## src/rtl/seg7_scan.sv

```systemverilog
// Time-multiplexed N-digit hex 7-segment driver with a dead cycle between digit slots.
// Optional leading-zero blanking is enabled by defining SEG7_SCAN_LZB_EN.
module seg7_scan #(
    parameter int DIGITS   = 4,
    parameter int PRESCALE = 1000
) (
    input  logic                  clk,
    input  logic                  rst,
    input  logic                  load,
    input  logic [4*DIGITS-1:0]   value,
    input  logic [DIGITS-1:0]     blank,
    output logic [6:0]            seg,
    output logic [DIGITS-1:0]     an
);

    localparam int CW = $clog2(PRESCALE);
    localparam int IW = (DIGITS > 1) ? $clog2(DIGITS) : 1;

    logic [4*DIGITS-1:0] sh_value;
    logic [DIGITS-1:0]   sh_blank;
    logic [CW-1:0]       cnt;
    logic [IW-1:0]       idx;

    logic [DIGITS-1:0]   eff_blank;
    logic [3:0]          nib;
    logic                nib_blank;
    logic [DIGITS-1:0]   an_next;
    logic [6:0]          seg_next;

    function automatic logic [6:0] decode(input logic [3:0] n);
        case (n)
            4'h0: decode = 7'h40;
            4'h1: decode = 7'h79;
            4'h2: decode = 7'h24;
            4'h3: decode = 7'h30;
            4'h4: decode = 7'h19;
            4'h5: decode = 7'h12;
            4'h6: decode = 7'h02;
            4'h7: decode = 7'h78;
            4'h8: decode = 7'h00;
            4'h9: decode = 7'h18;
            4'hA: decode = 7'h08;
            4'hB: decode = 7'h03;
            4'hC: decode = 7'h46;
            4'hD: decode = 7'h21;
            4'hE: decode = 7'h06;
            default: decode = 7'h0E;
        endcase
    endfunction

    always_comb begin
        eff_blank = sh_blank;
`ifdef SEG7_SCAN_LZB_EN
        begin
            logic zero_run;
            zero_run = 1'b1;
            // Walk down from the most significant digit; digit 0 is never blanked here.
            for (int i = DIGITS - 1; i > 0; i--) begin
                zero_run = zero_run & (sh_value[4*i +: 4] == 4'h0);
                if (zero_run) eff_blank[i] = 1'b1;
            end
        end
`endif
        nib       = 4'h0;
        nib_blank = 1'b0;
        an_next   = '1;
        for (int i = 0; i < DIGITS; i++) begin
            if (idx == IW'(i)) begin
                nib       = sh_value[4*i +: 4];
                nib_blank = eff_blank[i];
                if (cnt != '0) an_next[i] = 1'b0;
            end
        end
        // cnt == 0 is the dead cycle of each slot.
        seg_next = (cnt == '0 || nib_blank) ? 7'h7F : decode(nib);
    end

    always_ff @(posedge clk) begin
        if (rst) begin
            sh_value <= '0;
            sh_blank <= '0;
            cnt      <= '0;
            idx      <= '0;
            seg      <= 7'h7F;
            an       <= '1;
        end else begin
            if (load) begin
                sh_value <= value;
                sh_blank <= blank;
            end
            if (cnt == CW'(PRESCALE - 1)) begin
                cnt <= '0;
                idx <= (idx == IW'(DIGITS - 1)) ? '0 : idx + IW'(1);
            end else begin
                cnt <= cnt + CW'(1);
            end
            seg <= seg_next;
            an  <= an_next;
        end
    end

endmodule

```

## config.mk

```make
export PLATFORM = sky130hd
export DESIGN_NAME = seg7_scan
export DESIGN_NICKNAME = d
export VERILOG_FILES = /design/src/rtl/seg7_scan.sv
export SDC_FILE = /design/constraint.sdc
export NUM_CORES = 1
export LEC_CHECK = 0
export CAP_MARGIN = 5
export CORE_ASPECT_RATIO = 0.9
export CORE_MARGIN = 2
export CORE_UTILIZATION = 60
export CTS_CLUSTER_SIZE = 8
export DETAILED_ROUTE_END_ITERATION = 10
export DONT_BUFFER_PORTS = 1
export PLACE_DENSITY = 0.88
export SETUP_SLACK_MARGIN = 0.1
export SYNTH_ARGS = -nofsm -noshare
export SYNTH_HDL_FRONTEND = slang
export SYNTH_SLANG_ARGS = --single-unit
```

## constraint.sdc

```tcl
create_clock -name clk -period 4.15 [get_ports clk]
set_clock_uncertainty 0.2 [all_clocks]
set_input_delay 0.83 -clock clk [delete_from_list [all_inputs] [get_ports clk]]
set_output_delay 0.83 -clock clk [all_outputs]
set_load 0.05 [all_outputs]
```

==> run_results.csv, run 1 <==
group,metric,value,unit
run_status,status,"complete, no violations",
setup_path,cp_data_required_time,4.13,ns
routing,top_layer_used,"met4",
clock_tree,cts_hold_buf,0,
finish,area_growth,3.43,%
logic_synthesis,synth_edf_count,0,
power,p_per_area,372,mW/mm^2
die,coreArea,0.00335,sq mm
finish,final_common_cell,"dfxtp_1",
setup_path,crit_path_end_kind,"flop",
finish,stdcell_area,0.00215,sq mm
die,die_w,66.1,microns
timing,maxSlewViolCount,0,
clock_tree,cts_buffer_depth,2,
clock_tree,insertion_delay,0.30,ns
setup_path,crit_arrival,2.74,ns
placed_design,place_inst,253,
clock_tree,htreeDepth,2,
setup_path,cp_max_fo,15,
timing,finalCriticalPeriod,2.76,ns
logic_synthesis,synth_nets,255,
timing,setup_viol,0,
placed_design,hpwl,2.61,mm
routing,drt-wirelength-per-cell,13.8,microns
logic_synthesis,postSynthAreaPerCell,9.46,sq um
global_routing,grt_antenna_before_repair,0,
timing,maxSlewHeadroom,53.8,%
setup_path,critPathLaunchType,"flop",
logic_synthesis,async_reset_ff_share,0,%
global_routing,grtUsageTotal,20.2,%
logic_synthesis,synthCells,220,
power,ir_drop,232,uV
routing,postRouteAntennaNets,0,
logic_synthesis,yosys.area.top_type,"dfxtp_1",
routing,dr.pass1.iters,4,
clock_tree,cts.repair.resized,0,
die,initial_core_util,62.1,%
routing,met1_length,1.59,mm
global_routing,grt_pass1_vias,1239,
logic_synthesis,synthFlopType,"dfxtp_1",
setup_path,worstSetupPathType,"reg2reg",
finish,antennaDiodeCount,0,
clock_tree,numCtsBuffers,5,
placed_design,placed_area,0.00207,sq mm
logic_synthesis,synth_area,0.00208,sq mm
clock_tree,cts-root-buf,"clkbuf_8",
logic_synthesis,yosysUniqueCellTypes,40,
clock_tree,cts.sinks,43,
routing,dr_wl_met2,1.65,mm
routing,drt-total-wl,3.59,mm
finish,final_util,64.2,%
logic_synthesis,seq_area_frac_synth,41.4,%
timing,rsz0062_at_grt,"false",
global_routing,grt_max_degree,27,
die,fp-row-count,20,
flow_run,cap_viol_max_count,0,
timing,worst_pin_slew,0.693,ns
die,io_pins,34,
clock_tree,cts.reportedPaths.clkPinSlew,0.08,ns
placed_design,gp_congestion,0.906,
finish,layoutNonFillerInstCount,261,
logic_synthesis,ys_seq_elements,43,
die,die_h,59.9,microns
timing,hold_viol_final,0,
logic_synthesis,synth_top_area_share,41.4,%
timing,min_period_over_period,66.5,%
global_routing,overflow,0,
min_path,hp-class,"reg2reg",
die,die_area,0.00396,sq mm
timing,fmax,0.362,GHz
power,p_leak,0.000866,uW
timing,holdWs,0.271,ns
routing,vias,1426,
routing,drtIter0Drc,82,
timing,fin_tns_setup,0,ns
clock_tree,post_cts_buffers,0,
finish,layout_common_cells,"dfxtp_1, nor2_1, mux2i_1",
routing,drc_errors,0,
global_routing,grt_pass1_wl,5.84,mm
logic_synthesis,yosysWarnings,0,
finish,nNetsFinal,251,
routing,viasPerCell,5.46,
finish,layout-drive-gt1-share,8.76,%
placed_design,port_buffers,0,
routing,met3_length,303,microns
clock_tree,cts_tree,"built",
logic_synthesis,synthTopCellsByArea,"dfxtp_1, mux2i_1, ha_1",
layer usage:
metal,vias up,track usage [%]
li1,731,-
met1,650,25.1
met2,41,29.7
met3,4,10.2
met4,0,8.75
met5,-,0
where the power goes:
group          leakage (uW)  internal, uW  switching (uW)
logic              0.000465          35.1            36.0
clock network     0.0000477           115             139
registers          0.000353           435            40.2
total              0.000866           585             215
registers in the layout (all words and copies together), names as in the netlist:
name and cells:
cnt 10, sh_value 16, idx 2, eff_blank 4, an 4, seg 7
cell families (layout without fill, tap and decap cells):
family                     after synthesis  in the layout  synth area share [%]
and+or+nand+nor                         77             77                  18.0
muxes                                   24             24                  11.5
adders and majority gates               12             12                  7.22
DFF                                     43             43                  41.4
xor gates and xnor gates                 8              8                  3.37
buffers and inverters                   25             22                  6.43
AOI/OAI and AO/OA                       31             31                  12.0
worst max-delay path, cell delays in order (launching register included):
cell     delay, ns
dfxtp_1       0.40
ha_1          0.63
a21oi_1       0.08
a22oi_1       0.47
inv_1         0.14
ha_1          0.38
o31ai_1       0.26
o21ai_1       0.08
metrics by stage:
step,power [uW],setup slack [ns]
2_1_floorplan,550,1.73
3_3_place_gp,553,1.54
3_5_place_dp,556,1.41
4_1_cts,808,1.41
5_1_grt,837,1.18
6_report,800,1.39
final timing paths:
path | endpoint | start | slack [ns] | cells after the start
worst max-delay path | seg[3] | idx[0] | 1.39 | 7
worst min-delay path | cnt[0] | cnt[0] | 0.27 | 1
worst max register to register | seg[3] | idx[0] | 1.39 | 7
worst min register to register | cnt[0] | cnt[0] | 0.27 | 1
synth_stat cells (2+ instances only):
cell type / n
dfxtp_1: 43
nor2_1: 39
mux2i_1: 24
nand2_1: 19
inv_1: 13
ha_1: 12
a21oi_1: 8
xnor2_1: 5
clkbuf_1: 4
nand3_1: 4
o211ai_1: 4
buf_2: 3
o21ai_0: 3
o21ai_1: 3
xor2_1: 3
a211oi_2: 2
a221oi_4: 2
and3_1: 2
buf_4: 2
buf_6: 2
nand3b_4: 2
nand4_1: 2
nor3b_2: 2
layout make-up:
class | instances | area (sq um)
fill | 292 | 1200
clock buffer | 5 | 68.8
clock inverter | 3 | 15.0
inverter | 14 | 66.3
multi-input combinational | 152 | 1090
sequential | 43 | 861
tap | 44 | 55.1
No activity file was read; power rests on OpenSTA's default activity.
==> run 2, diff against run 1 <==
--- a/config.mk
+++ b/config.mk
@@ -8,11 +8,11 @@
 export CAP_MARGIN = 5
 export CORE_ASPECT_RATIO = 0.9
 export CORE_MARGIN = 2
-export CORE_UTILIZATION = 60
+export CORE_UTILIZATION = 56
 export CTS_CLUSTER_SIZE = 8
 export DETAILED_ROUTE_END_ITERATION = 10
 export DONT_BUFFER_PORTS = 1
-export PLACE_DENSITY = 0.88
+export PLACE_DENSITY = 0.86
 export SETUP_SLACK_MARGIN = 0.1
 export SYNTH_ARGS = -nofsm -noshare
 export SYNTH_HDL_FRONTEND = slang
==> constraint.sdc (replaced) <==
create_clock -name clk -period 2.2 [get_ports clk]
set_clock_uncertainty 0.2 [all_clocks]
set_input_delay 0.44 -clock clk [delete_from_list [all_inputs] [get_ports clk]]
set_output_delay 0.44 -clock clk [all_outputs]
set_load 0.05 [all_outputs]
==> run 2 against run 1 <==
  * Global-route usage fell by 1.6 points
  * Via count rose by 11%
  * Final cell count rose by 6.5%
  * Utilization rose by 6.8 points
  * Power rose by 100%
  * Combinational power rose to 2.5 times the previous value
  * Clock-buffer cell count rose by 3
  * Register-to-register slack got worse by 1.3 ns
  * Clock power rose by 110%
  * Critical endpoint unchanged
  * Largest power group unchanged
==> run_results.csv, run 2 (same netlist as run 1, synthesis figures left out) <==
group,metric,value,unit
global_routing,overflow,0,
setup_path,r2r-start,"idx[1]",
global_routing,grt_pass1_wl,5.85,mm
setup_path,cp_data_required_time,2.18,ns
global_routing,grtUsageTotal,18.7,%
finish,final_common_cell,"dfxtp_1",
setup_path,r2r_end,"seg[3]",
finish,top_register,"sh_value",
clock_tree,cts.reportedPaths.clkPinSlew,0.07,ns
die,coreArea,0.00348,sq mm
setup_path,r2r_slack,0.08,ns
die,fp-row-count,20,
clock_tree,cts.sinks,43,
finish,reg.largest.list,"sh_value x16, cnt x10, seg x7",
finish,largest_register_ffs,16,
clock_tree,cts_tree,"built",
die,io_pins,34,
finish,antennaDiodeCount,0,
flow_run,cap_viol_max_count,0,
global_routing,grt_antenna_before_repair,0,
clock_tree,numCtsBuffers,5,
routing,drtIter0Drc,104,
die,die_w,68.3,microns
finish,layoutNonFillerInstCount,278,
setup_path,crit_arrival,2.09,ns
routing,drc_errors,0,
clock_tree,insertion_delay,0.30,ns
setup_path,worstSetupPathType,"reg2reg",
timing,finalCriticalPeriod,2.12,ns
finish,nNetsFinal,268,
power,p_leak,0.000971,uW
timing,maxSlewHeadroom,68.0,%
min_path,hp-class,"in2reg",
clock_tree,htreeDepth,2,
timing,worst_pin_slew,0.480,ns
routing,dr.pass1.iters,4,
placed_design,place_inst,261,
routing,postRouteAntennaNets,0,
timing,maxSlewViolCount,0,
timing,holdWs,0.00595,ns
die,die_h,61.8,microns
setup_path,cp_max_fo,7,
setup_path,critPathLaunchType,"flop",
setup_path,crit_path_end_kind,"flop",
min_path,min_path_cells,1,
routing,drt-total-wl,4.39,mm
setup_path,r2r_cells,9,
placed_design,gp_congestion,0.881,
run_status,status,"complete, no violations",
global_routing,grt_pass1_vias,1356,
finish,layout_common_cells,"dfxtp_1, nor2_1, mux2i_1",
min_path,hold_end,"idx[1]",
finish,final_util,71.0,%
routing,drt-wirelength-per-cell,15.8,microns
timing,rsz0062_at_grt,"true",
timing,setup_viol,0,
routing,vias,1577,
power,p_per_area,653,mW/mm^2
placed_design,port_buffers,0,
routing,viasPerCell,5.67,
power,ir_drop,439,uV
die,initial_core_util,59.8,%
global_routing,grt_max_degree,27,
clock_tree,cts-root-buf,"clkbuf_8",
timing,min_period_over_period,96.2,%
timing,hold_viol_final,0,
min_path,hp-start,"rst",
placed_design,hpwl,2.74,mm
die,die_area,0.00422,sq mm
clock_tree,cts_buffer_depth,2,
finish,layout-drive-gt1-share,23.5,%
finish,area_growth,18.6,%
timing,fmax,0.473,GHz
==> run 2: cell count changes in the layout (fill, tap and decap cells not counted), moves of 3 or more <==
cell      delta
ha_4         +6
clkinv_2     -3
inv_2        +4
inv_1        -6
ha_1         -7
buf_4       +10
a21oi_1      -3
buf_6        +5
==> run 2: how the worst max path moves through the flow <==
stage	startpoint	endpoint	slack, ns	cells past startpoint
6_report	idx[1]	seg[3]	0.08	9
5_1_grt	idx[1]	seg[3]	-0.007	9
4_1_cts	idx[0]	seg[0]	0.10	8
3_5_place_dp	idx[1]	seg[3]	0.07	10
3_3_place_gp	idx[1]	seg[3]	0.13	10
2_1_floorplan	idx[0]	seg[3]	0.10	11
==> run 2: final cells by class <==
| class | count | area, sq um |
|---|---|---|
| multi-input cells | 152 | 1220 |
| flip-flops and latches | 43 | 868 |
| well taps | 44 | 55.1 |
| inverters | 14 | 71.3 |
| fillers | 248 | 1010 |
| repair buffers | 17 | 151 |
| clock buffers | 8 | 100 |
==> run 2: power by group <==
part	total, uW	leakage (uW)	internal (uW)	switching (uW)
clock network	537	0.0000515	286	251
logic	178	0.000565	90.5	87.4
registers	896	0.000355	817	78.8
total	1610	0.000971	1190	417
==> run 2: timing repair <==
item / 4_1_cts / 5_1_grt
buffers inserted: 1 / 7
pin swaps: 2 / 9
endpoints found under the hold margin: 1 / 9
hold buffers: 1 / 1
endpoints found under the setup margin: 5 / 6
gates resized for setup: 2 / 27
==> run 2: routing by layer <==
layer / share of wire [%] / routed length [microns] / up-vias / track usage [%]
met5: 0 / 0 / - / 0
met4: 1.7 / 73 / 0 / 6.86
met3: 6.4 / 280 / 8 / 6.85
met2: 49 / 2170 / 53 / 30.1
met1: 42 / 1860 / 752 / 23.1
li1: - / - / 764 / -
==> run 2: critical path, stage by stage, from the launching register on <==
cell and delay [ns]:
dfxtp_4 0.41, inv_4 0.06, ha_4 0.19, a21oi_2 0.12, o21ai_1 0.08, a22oi_2 0.22
inv_2 0.09, ha_4 0.27, o31ai_2 0.26, o21ai_1 0.10
==> run 2: stage by stage <==
stage                     setup TNS [ns]  setup slack, ns  power, uW  cell area (sq um)
after floorplan                        0            0.100       1040               2130
after global placement                 0            0.129       1060               2170
after detailed placement               0           0.0690       1060               2170
after CTS                              0            0.100       1590               2290
after global routing            -0.00686         -0.00686       1670               2470
final                                  0           0.0845       1610               2470
